$ cat src/rtl/fifo_unload_fsm_tmr.sv
// fifo_unload_fsm_tmr
// ---------------------------------------------------------------------------
// Read-side controller for the event sample FIFO (first-word-fall-through).
// A START pulse unloads one event: NCHAN words per sample for samples
// 0..SAMP_MAX. Each word is popped into a registered valid/ready output
// stage and tagged with its channel and sample index. LAST marks the final
// word and DONE pulses once that word has been accepted downstream.
//
// Control state (FSM state, channel/sample counters, latched SAMP_MAX,
// DOUT_VALID, LAST, DONE and the error counter) is held in three copies.
// All three copies take their next value from the majority-voted current
// values, so a single upset copy is outvoted and rewritten on the next clock.
// Each cycle where any copy disagrees bumps TMR_ERR_COUNT (wraps at 16'hFFFF).
// The data word and the index output registers are single copy; they are
// loaded from voted counter values.
//
// Ports:
//   CLK, RST_N        clock, asynchronous active-low reset
//   START, SAMP_MAX   event request; SAMP_MAX latched when leaving IDLE
//   FIFO_EMPTY/DOUT   FIFO status and head word (FWFT)
//   RDENA             FIFO pop strobe (combinational)
//   DOUT, DOUT_VALID  output word and its valid flag
//   DOUT_READY        downstream accepts DOUT this cycle
//   CHAN_IDX/SAMP_IDX index tags of the word in DOUT
//   LAST, DONE, BUSY  end-of-event marker, completion pulse, not-idle flag
//   TMR_ERR_COUNT     count of cycles with a replica disagreement
//
// Handshake: a word transfers on every clock where DOUT_VALID & DOUT_READY.
// DOUT and its tags are stable while DOUT_VALID=1 and DOUT_READY=0.
// ---------------------------------------------------------------------------
module fifo_unload_fsm_tmr #(
  parameter int DW    = 16,
  parameter int NCHAN = 6,
  parameter int SW    = 7
) (
  input  logic          CLK,
  input  logic          RST_N,
  input  logic          START,
  input  logic [SW-1:0] SAMP_MAX,
  input  logic          FIFO_EMPTY,
  input  logic [DW-1:0] FIFO_DOUT,
  output logic          RDENA,
  output logic [DW-1:0] DOUT,
  output logic          DOUT_VALID,
  input  logic          DOUT_READY,
  output logic [2:0]    CHAN_IDX,
  output logic [SW-1:0] SAMP_IDX,
  output logic          LAST,
  output logic          BUSY,
  output logic          DONE,
  output logic [15:0]   TMR_ERR_COUNT
);

  typedef enum logic [1:0] {
    IDLE  = 2'd0,
    READ  = 2'd1,
    DRAIN = 2'd2
  } state_e;

  localparam logic [2:0] CHAN_LAST = 3'(NCHAN - 1);

  // Triplicated control registers, copy index in the outer dimension.
  logic [2:0][1:0]    state_q, state_d;
  logic [2:0][2:0]    chan_q,  chan_d;
  logic [2:0][SW-1:0] samp_q,  samp_d;
  logic [2:0][SW-1:0] max_q,   max_d;
  logic [2:0]         valid_q, valid_d;
  logic [2:0]         last_q,  last_d;
  logic [2:0]         done_q,  done_d;
  logic [2:0][15:0]   err_q,   err_d;

  // Single-copy output data path.
  logic [DW-1:0] dout_q,     dout_d;
  logic [2:0]    chan_idx_q, chan_idx_d;
  logic [SW-1:0] samp_idx_q, samp_idx_d;

  // Voted values; state_v is the FSM state seen by all logic and probes.
  state_e        state_v;
  logic [2:0]    chan_v;
  logic [SW-1:0] samp_v;
  logic [SW-1:0] max_v;
  logic          valid_v;
  logic          last_v;
  logic          done_v;
  logic [15:0]   err_v;

  logic tmr_mismatch;
  logic stage_free;
  logic pop;
  logic final_word;
  logic accept;

  assign state_v = state_e'((state_q[0] & state_q[1]) | (state_q[0] & state_q[2]) |
                            (state_q[1] & state_q[2]));
  assign chan_v  = (chan_q[0] & chan_q[1]) | (chan_q[0] & chan_q[2]) | (chan_q[1] & chan_q[2]);
  assign samp_v  = (samp_q[0] & samp_q[1]) | (samp_q[0] & samp_q[2]) | (samp_q[1] & samp_q[2]);
  assign max_v   = (max_q[0] & max_q[1]) | (max_q[0] & max_q[2]) | (max_q[1] & max_q[2]);
  assign valid_v = (valid_q[0] & valid_q[1]) | (valid_q[0] & valid_q[2]) |
                   (valid_q[1] & valid_q[2]);
  assign last_v  = (last_q[0] & last_q[1]) | (last_q[0] & last_q[2]) | (last_q[1] & last_q[2]);
  assign done_v  = (done_q[0] & done_q[1]) | (done_q[0] & done_q[2]) | (done_q[1] & done_q[2]);
  assign err_v   = (err_q[0] & err_q[1]) | (err_q[0] & err_q[2]) | (err_q[1] & err_q[2]);

  // Any copy that differs from another in any bit flags the current cycle.
  assign tmr_mismatch = (state_q[0] != state_q[1]) || (state_q[0] != state_q[2]) ||
                        (chan_q[0]  != chan_q[1])  || (chan_q[0]  != chan_q[2])  ||
                        (samp_q[0]  != samp_q[1])  || (samp_q[0]  != samp_q[2])  ||
                        (max_q[0]   != max_q[1])   || (max_q[0]   != max_q[2])   ||
                        (valid_q[0] != valid_q[1]) || (valid_q[0] != valid_q[2]) ||
                        (last_q[0]  != last_q[1])  || (last_q[0]  != last_q[2])  ||
                        (done_q[0]  != done_q[1])  || (done_q[0]  != done_q[2])  ||
                        (err_q[0]   != err_q[1])   || (err_q[0]   != err_q[2]);

  assign stage_free = ~valid_v | DOUT_READY;
  assign pop        = (state_v == READ) & ~FIFO_EMPTY & stage_free;
  assign final_word = (chan_v == CHAN_LAST) && (samp_v == max_v);
  assign accept     = valid_v & DOUT_READY;

  // Per-copy next-value logic, every copy fed from the voted values.
  always_comb begin
    for (int i = 0; i < 3; i++) begin
      state_d[i] = state_v;
      chan_d[i]  = chan_v;
      samp_d[i]  = samp_v;
      max_d[i]   = max_v;
      valid_d[i] = valid_v;
      last_d[i]  = last_v;
      done_d[i]  = 1'b0;
      err_d[i]   = err_v + 16'(tmr_mismatch);

      case (state_v)
        IDLE: begin
          if (START) begin
            state_d[i] = READ;
            chan_d[i]  = '0;
            samp_d[i]  = '0;
            max_d[i]   = SAMP_MAX;
          end
        end
        READ: begin
          if (pop) begin
            if (final_word) state_d[i] = DRAIN;
            if (chan_v == CHAN_LAST) begin
              chan_d[i] = '0;
              // The sample counter stops at the latched max.
              if (!final_word) samp_d[i] = samp_v + SW'(1);
            end else begin
              chan_d[i] = chan_v + 3'd1;
            end
          end
        end
        DRAIN: begin
          if (accept) begin
            state_d[i] = IDLE;
            done_d[i]  = 1'b1;
          end
        end
        default: state_d[i] = IDLE;
      endcase

      if (pop) begin
        valid_d[i] = 1'b1;
        last_d[i]  = final_word;
      end else if (accept) begin
        valid_d[i] = 1'b0;
        last_d[i]  = 1'b0;
      end
    end
  end

  always_comb begin
    dout_d     = dout_q;
    chan_idx_d = chan_idx_q;
    samp_idx_d = samp_idx_q;
    if (pop) begin
      dout_d     = FIFO_DOUT;
      chan_idx_d = chan_v;
      samp_idx_d = samp_v;
    end
  end

  always_ff @(posedge CLK or negedge RST_N) begin
    if (!RST_N) begin
      state_q    <= '0;
      chan_q     <= '0;
      samp_q     <= '0;
      max_q      <= '0;
      valid_q    <= '0;
      last_q     <= '0;
      done_q     <= '0;
      err_q      <= '0;
      dout_q     <= '0;
      chan_idx_q <= '0;
      samp_idx_q <= '0;
    end else begin
      state_q    <= state_d;
      chan_q     <= chan_d;
      samp_q     <= samp_d;
      max_q      <= max_d;
      valid_q    <= valid_d;
      last_q     <= last_d;
      done_q     <= done_d;
      err_q      <= err_d;
      dout_q     <= dout_d;
      chan_idx_q <= chan_idx_d;
      samp_idx_q <= samp_idx_d;
    end
  end

  assign RDENA         = pop;
  assign DOUT          = dout_q;
  assign DOUT_VALID    = valid_v;
  assign CHAN_IDX      = chan_idx_q;
  assign SAMP_IDX      = samp_idx_q;
  assign LAST          = last_v;
  assign BUSY          = (state_v != IDLE);
  assign DONE          = done_v;
  assign TMR_ERR_COUNT = err_v;

endmodule

$ cat config.mk
export PLATFORM = sky130hd
export DESIGN_NAME = fifo_unload_fsm_tmr
export DESIGN_NICKNAME = d
export VERILOG_FILES = /design/src/rtl/fifo_unload_fsm_tmr.sv
export SDC_FILE = /design/constraint.sdc
export NUM_CORES = 1
export LEC_CHECK = 0
export ABC_CLOCK_PERIOD_IN_PS = 2400
export BUFFER_PORTS_ARGS = -buffer_cell sky130_fd_sc_hd__buf_2
export CAP_MARGIN = 10
export CORE_MARGIN = 1
export CORE_UTILIZATION = 49
export DETAILED_ROUTE_END_ITERATION = 8
export PLACE_DENSITY_LB_ADDON = 0.15
export SLEW_MARGIN = 20
export SYNTH_ARGS = -nofsm -noshare
export SYNTH_HDL_FRONTEND = slang
export SYNTH_SLANG_ARGS = --single-unit
$ cat constraint.sdc
create_clock -name CLK -period 2.4 [get_ports CLK]
set_input_delay 0 -clock CLK [delete_from_list [all_inputs] [get_ports CLK]]
set_output_delay 0 -clock CLK [all_outputs]
set_load 0.01 [all_outputs]
==> Implementation_results.wiki <==
{| class="wikitable"
! Metric !! Value
|-
| Result of the run || finished, final reports clean
|-
| Sequential cell fraction of total power || 0.473
|-
| Clk Latency, worst-skew pair || 0.30 ns
|-
| Die H || 68.4 um
|-
| Total die area || 4670 um2
|-
| Number of sinks on the clock net || 48
|-
| Number of cells upsized or downsized after cts || 0
|-
| Sum of net half-perimeters after detailed placement || 2880 um
|-
| Final wirelength || 4300 um
|-
| Number of search-and-repair iterations in the first detailed-routing pass || 4
|-
| Antenna cells || 0
|-
| Hold Fails Final Rpt || 0
|-
| Share of flip-flops with an asynchronous set or reset || 1.00
|-
| H-tree levels || 2
|-
| Highest net fanout along the worst path || 8
|-
| Post-synthesis sequential area ratio || 0.557
|-
| GRT Util Overall || 0.200
|-
| Worst EP required || 2.58 ns
|-
| Weighted congestion at the end of routability-driven global placement || 0.811
|-
| Final slew viol count || 0
|-
| Total power divided by cell area || 885 nW/um2
|-
| Root buf cell || clkbuf_8
|-
| Residual DRC || 0
|-
| Width of the chip || 68.4 um
|-
| Design internal power || 1720 uW
|-
| Type of the worst setup path || register to register
|-
| Sort of element at the end of the critical path || register
|-
| Worst slew margin relative to its limit || 0.595
|-
| Area after DPL || 2450 um2
|-
| Measured slew at the worst slew-check pin || 0.602 ns
|-
| Pre-CTS setup slack || 0.499 ns
|-
| Peak clock frequency supported by timing || 505 MHz
|-
| Number of buffer cells added on primary ports || 58
|-
| Maximum number of pins on one net before global-route repair || 26
|-
| Yosys synthesis warning count || 0
|-
| Clock power share || 0.267
|-
| Synthesized area per cell || 10.6 um2
|-
| Final critical delay including setup and external delays || 1.98 ns
|-
| Total power draw || 2490 uW
|-
| Setup skew after layout || 0.00864 ns
|-
| Syn Std Cell Area || 2160 um2
|-
| TritonCTS clock tree || done
|-
| Aggregate negative setup slack || 0 ns
|-
| Final instance area || 2820 um2
|-
| Final core area utilization || 0.684
|-
| Arrival time of the worst setup path || 2.16 ns
|-
| RSZ-0062 raised after global routing || false
|-
| Effective utilization at floorplan || 0.524
|-
| Buffer levels on the longest clock path || 2
|-
| Sw Ratio || 0.309
|-
| Fraction of layout cells with a size suffix above 1 || 0.304
|-
| Gate count after technology mapping || 204
|-
| Kind of path behind the tightest hold check || primary input to register
|-
| Distinct cell type count of the synthesized netlist || 31
|-
| Global route total overflow || 0
|-
| Post-synth top flop || dfrtp_1
|-
| WL/cell || 12.7 um
|-
| Vias || 1638
|-
| Post-synth EDFFs || 0
|-
| Number of antenna violations at the first check in global routing || 0
|-
| Area growth from synthesis to final layout || 30.5%
|-
| Combinational power share || 0.261
|-
| Global-route wire length before repair || 6730 um
|-
| Critical Path Source Type || register
|-
| Fin crit share || 0.825
|-
| Per-cell via count in the routed design || 4.83
|-
| Count of pins on the block boundary || 75
|-
| Number of nets in the finished design || 318
|-
| Core area || 4120 um2
|-
| Total setup violations reported at the end of the flow || 0
|-
| Clk pin slew, worst setup/hold paths || 0.08 ns
|-
| Standard-cell row count || 23
|-
| Violation count after the first detailed-routing iteration || 68
|-
| Max-cap violations || 0
|-
| Post-detailed-route count of antenna-violating nets || 0
|-
| Flip-flop and latch count after synthesis || 48
|-
| Final setup slack of the worst path || 0.419 ns
|-
| Leakage power figure || 0.00153 uW
|-
| Worst-case vdd ir drop || 0.000508 V
|-
| CTS buffer count || 5
|-
| Sw power || 771 uW
|-
| Vias in the first global route || 1483
|}
-- routing by layer --
metal | up-vias | part of all wire | GRT usage
li1 | 809 | - | -
met1 | 774 | 0.46 | 0.257
met2 | 48 | 0.49 | 0.319
met3 | 7 | 0.044 | 0.0583
met4 | 0 | 0.013 | 0.0703
met5 | - | 0 | 0
-- state kept, by name, summed over array words and instances, names as in the netlist --
| signal | flops |
|---|---|
| state_q | 2 |
| chan_q | 3 |
| max_q | 7 |
| done_q | 1 |
| DOUT | 16 |
| SAMP_IDX | 7 |
| last_q | 1 |
| samp_q | 7 |
| valid_q | 1 |
| CHAN_IDX | 3 |
-- layout by cell type, fill, tap and decap left out, drive strengths merged --
cell type	netlist	routed
nor4	3	3
nand2b	2	2
or3	1	1
xor2	7	7
o21ai	5	5
bufinv	0	2
conb	1	16
o211ai	1	1
mux2i	5	5
mux2	15	15
buf	17	61
clkbuf	5	5
nor3b	2	2
a31o	1	1
o21bai	1	1
nor2	3	3
dfrtp	48	48
dlygate4sd3	0	24
nand3	3	3
a221o	1	1
ha	1	1
nand4	4	4
inv	3	3
nand2	67	67
and3	2	2
a2111oi	2	2
clkinv	1	1
a21oi	1	1
nor3	2	2
-- cell type report --
class | instances | area (um2)
timing repair buffer | 85 | 553
inverter | 4 | 15.0
tap | 50 | 62.6
clock inverter | 2 | 60.1
sequential | 48 | 1200
fill | 331 | 1300
clock buffer | 5 | 68.8
multi-input combinational | 145 | 855
-- power by group through the flow --
stage / Combinational, uW / Clock (uW) / Sequential (uW)
after global placement: 608 / 0 / 1190
final: 650 / 664 / 1180
after detailed placement: 624 / 0 / 1190
after floorplan: 415 / 0 / 1190
after CTS: 655 / 683 / 1180
after global routing: 733 / 717 / 1210
-- repair_timing --
action                     CTS  global route
hold buffers                24             0
hold endpoints to repair    46             0
setup buffers                0             0
setup endpoints to repair    0             0
-- critical path, cell delays in order, from the launching register on --
cell and delay [ns]:
dfrtp_1 0.48, nor3b_4 0.25, nand3_1 0.30, a2111oi_2 0.48, nor2_1 0.10, a221o_1 0.26
-- logic make-up (layout without fill, tap and decap cells) --
family	Yosys count	count (layout)	share of synthesized area
flops	48	48	0.557
compound gates	12	12	0.0493
xor+xnor	7	7	0.0284
other cells	1	16	0.00174
buf+inv	26	96	0.0731
fa+ha+maj	1	1	0.00580
mux	20	20	0.102
simple gates	89	89	0.183
-- cell usage after synthesis (2+ instances only) --
library cell	count	area, um2
nor3_1	2	10.0
and3_1	2	12.5
dfrtp_1	48	1200
clkbuf_1	5	18.8
nand4_1	4	25.0
nor2_1	3	11.3
inv_1	3	11.3
o21ai_0	5	25.0
nand3_1	3	15.0
nor4_1	2	12.5
mux2i_1	5	50.1
buf_4	16	120
nand2_1	67	251
nand2b_1	2	12.5
xor2_1	7	61.3
mux2_2	15	169
-- stage by stage --
| step | hold slack, ns | std cells |
|---|---|---|
| floorplan | -0.296 | 219 |
| global placement | 0.00754 | 308 |
| detailed placement | 0.0180 | 308 |
| CTS | 0.00415 | 339 |
| global route | 0.0274 | 339 |
| finish | 0.00763 | 339 |
-- final timing paths --
kind / end / cells after the start / start / slack, ns
hold reg to reg: DOUT[7] / 2 / DOUT[7] / 0.47
min in group asynchronous: valid_q[0] / 2 / RST_N / 0.22
hold / removal: valid_q[0] / 3 / FIFO_EMPTY / 0.008
setup reg to reg: samp_q[19] / 5 / state_q[5] / 0.42
setup / recovery: samp_q[19] / 5 / state_q[5] / 0.42
max in group asynchronous: SAMP_IDX[3] / 3 / RST_N / 1.46
Power figures use the tool's default switching activity.
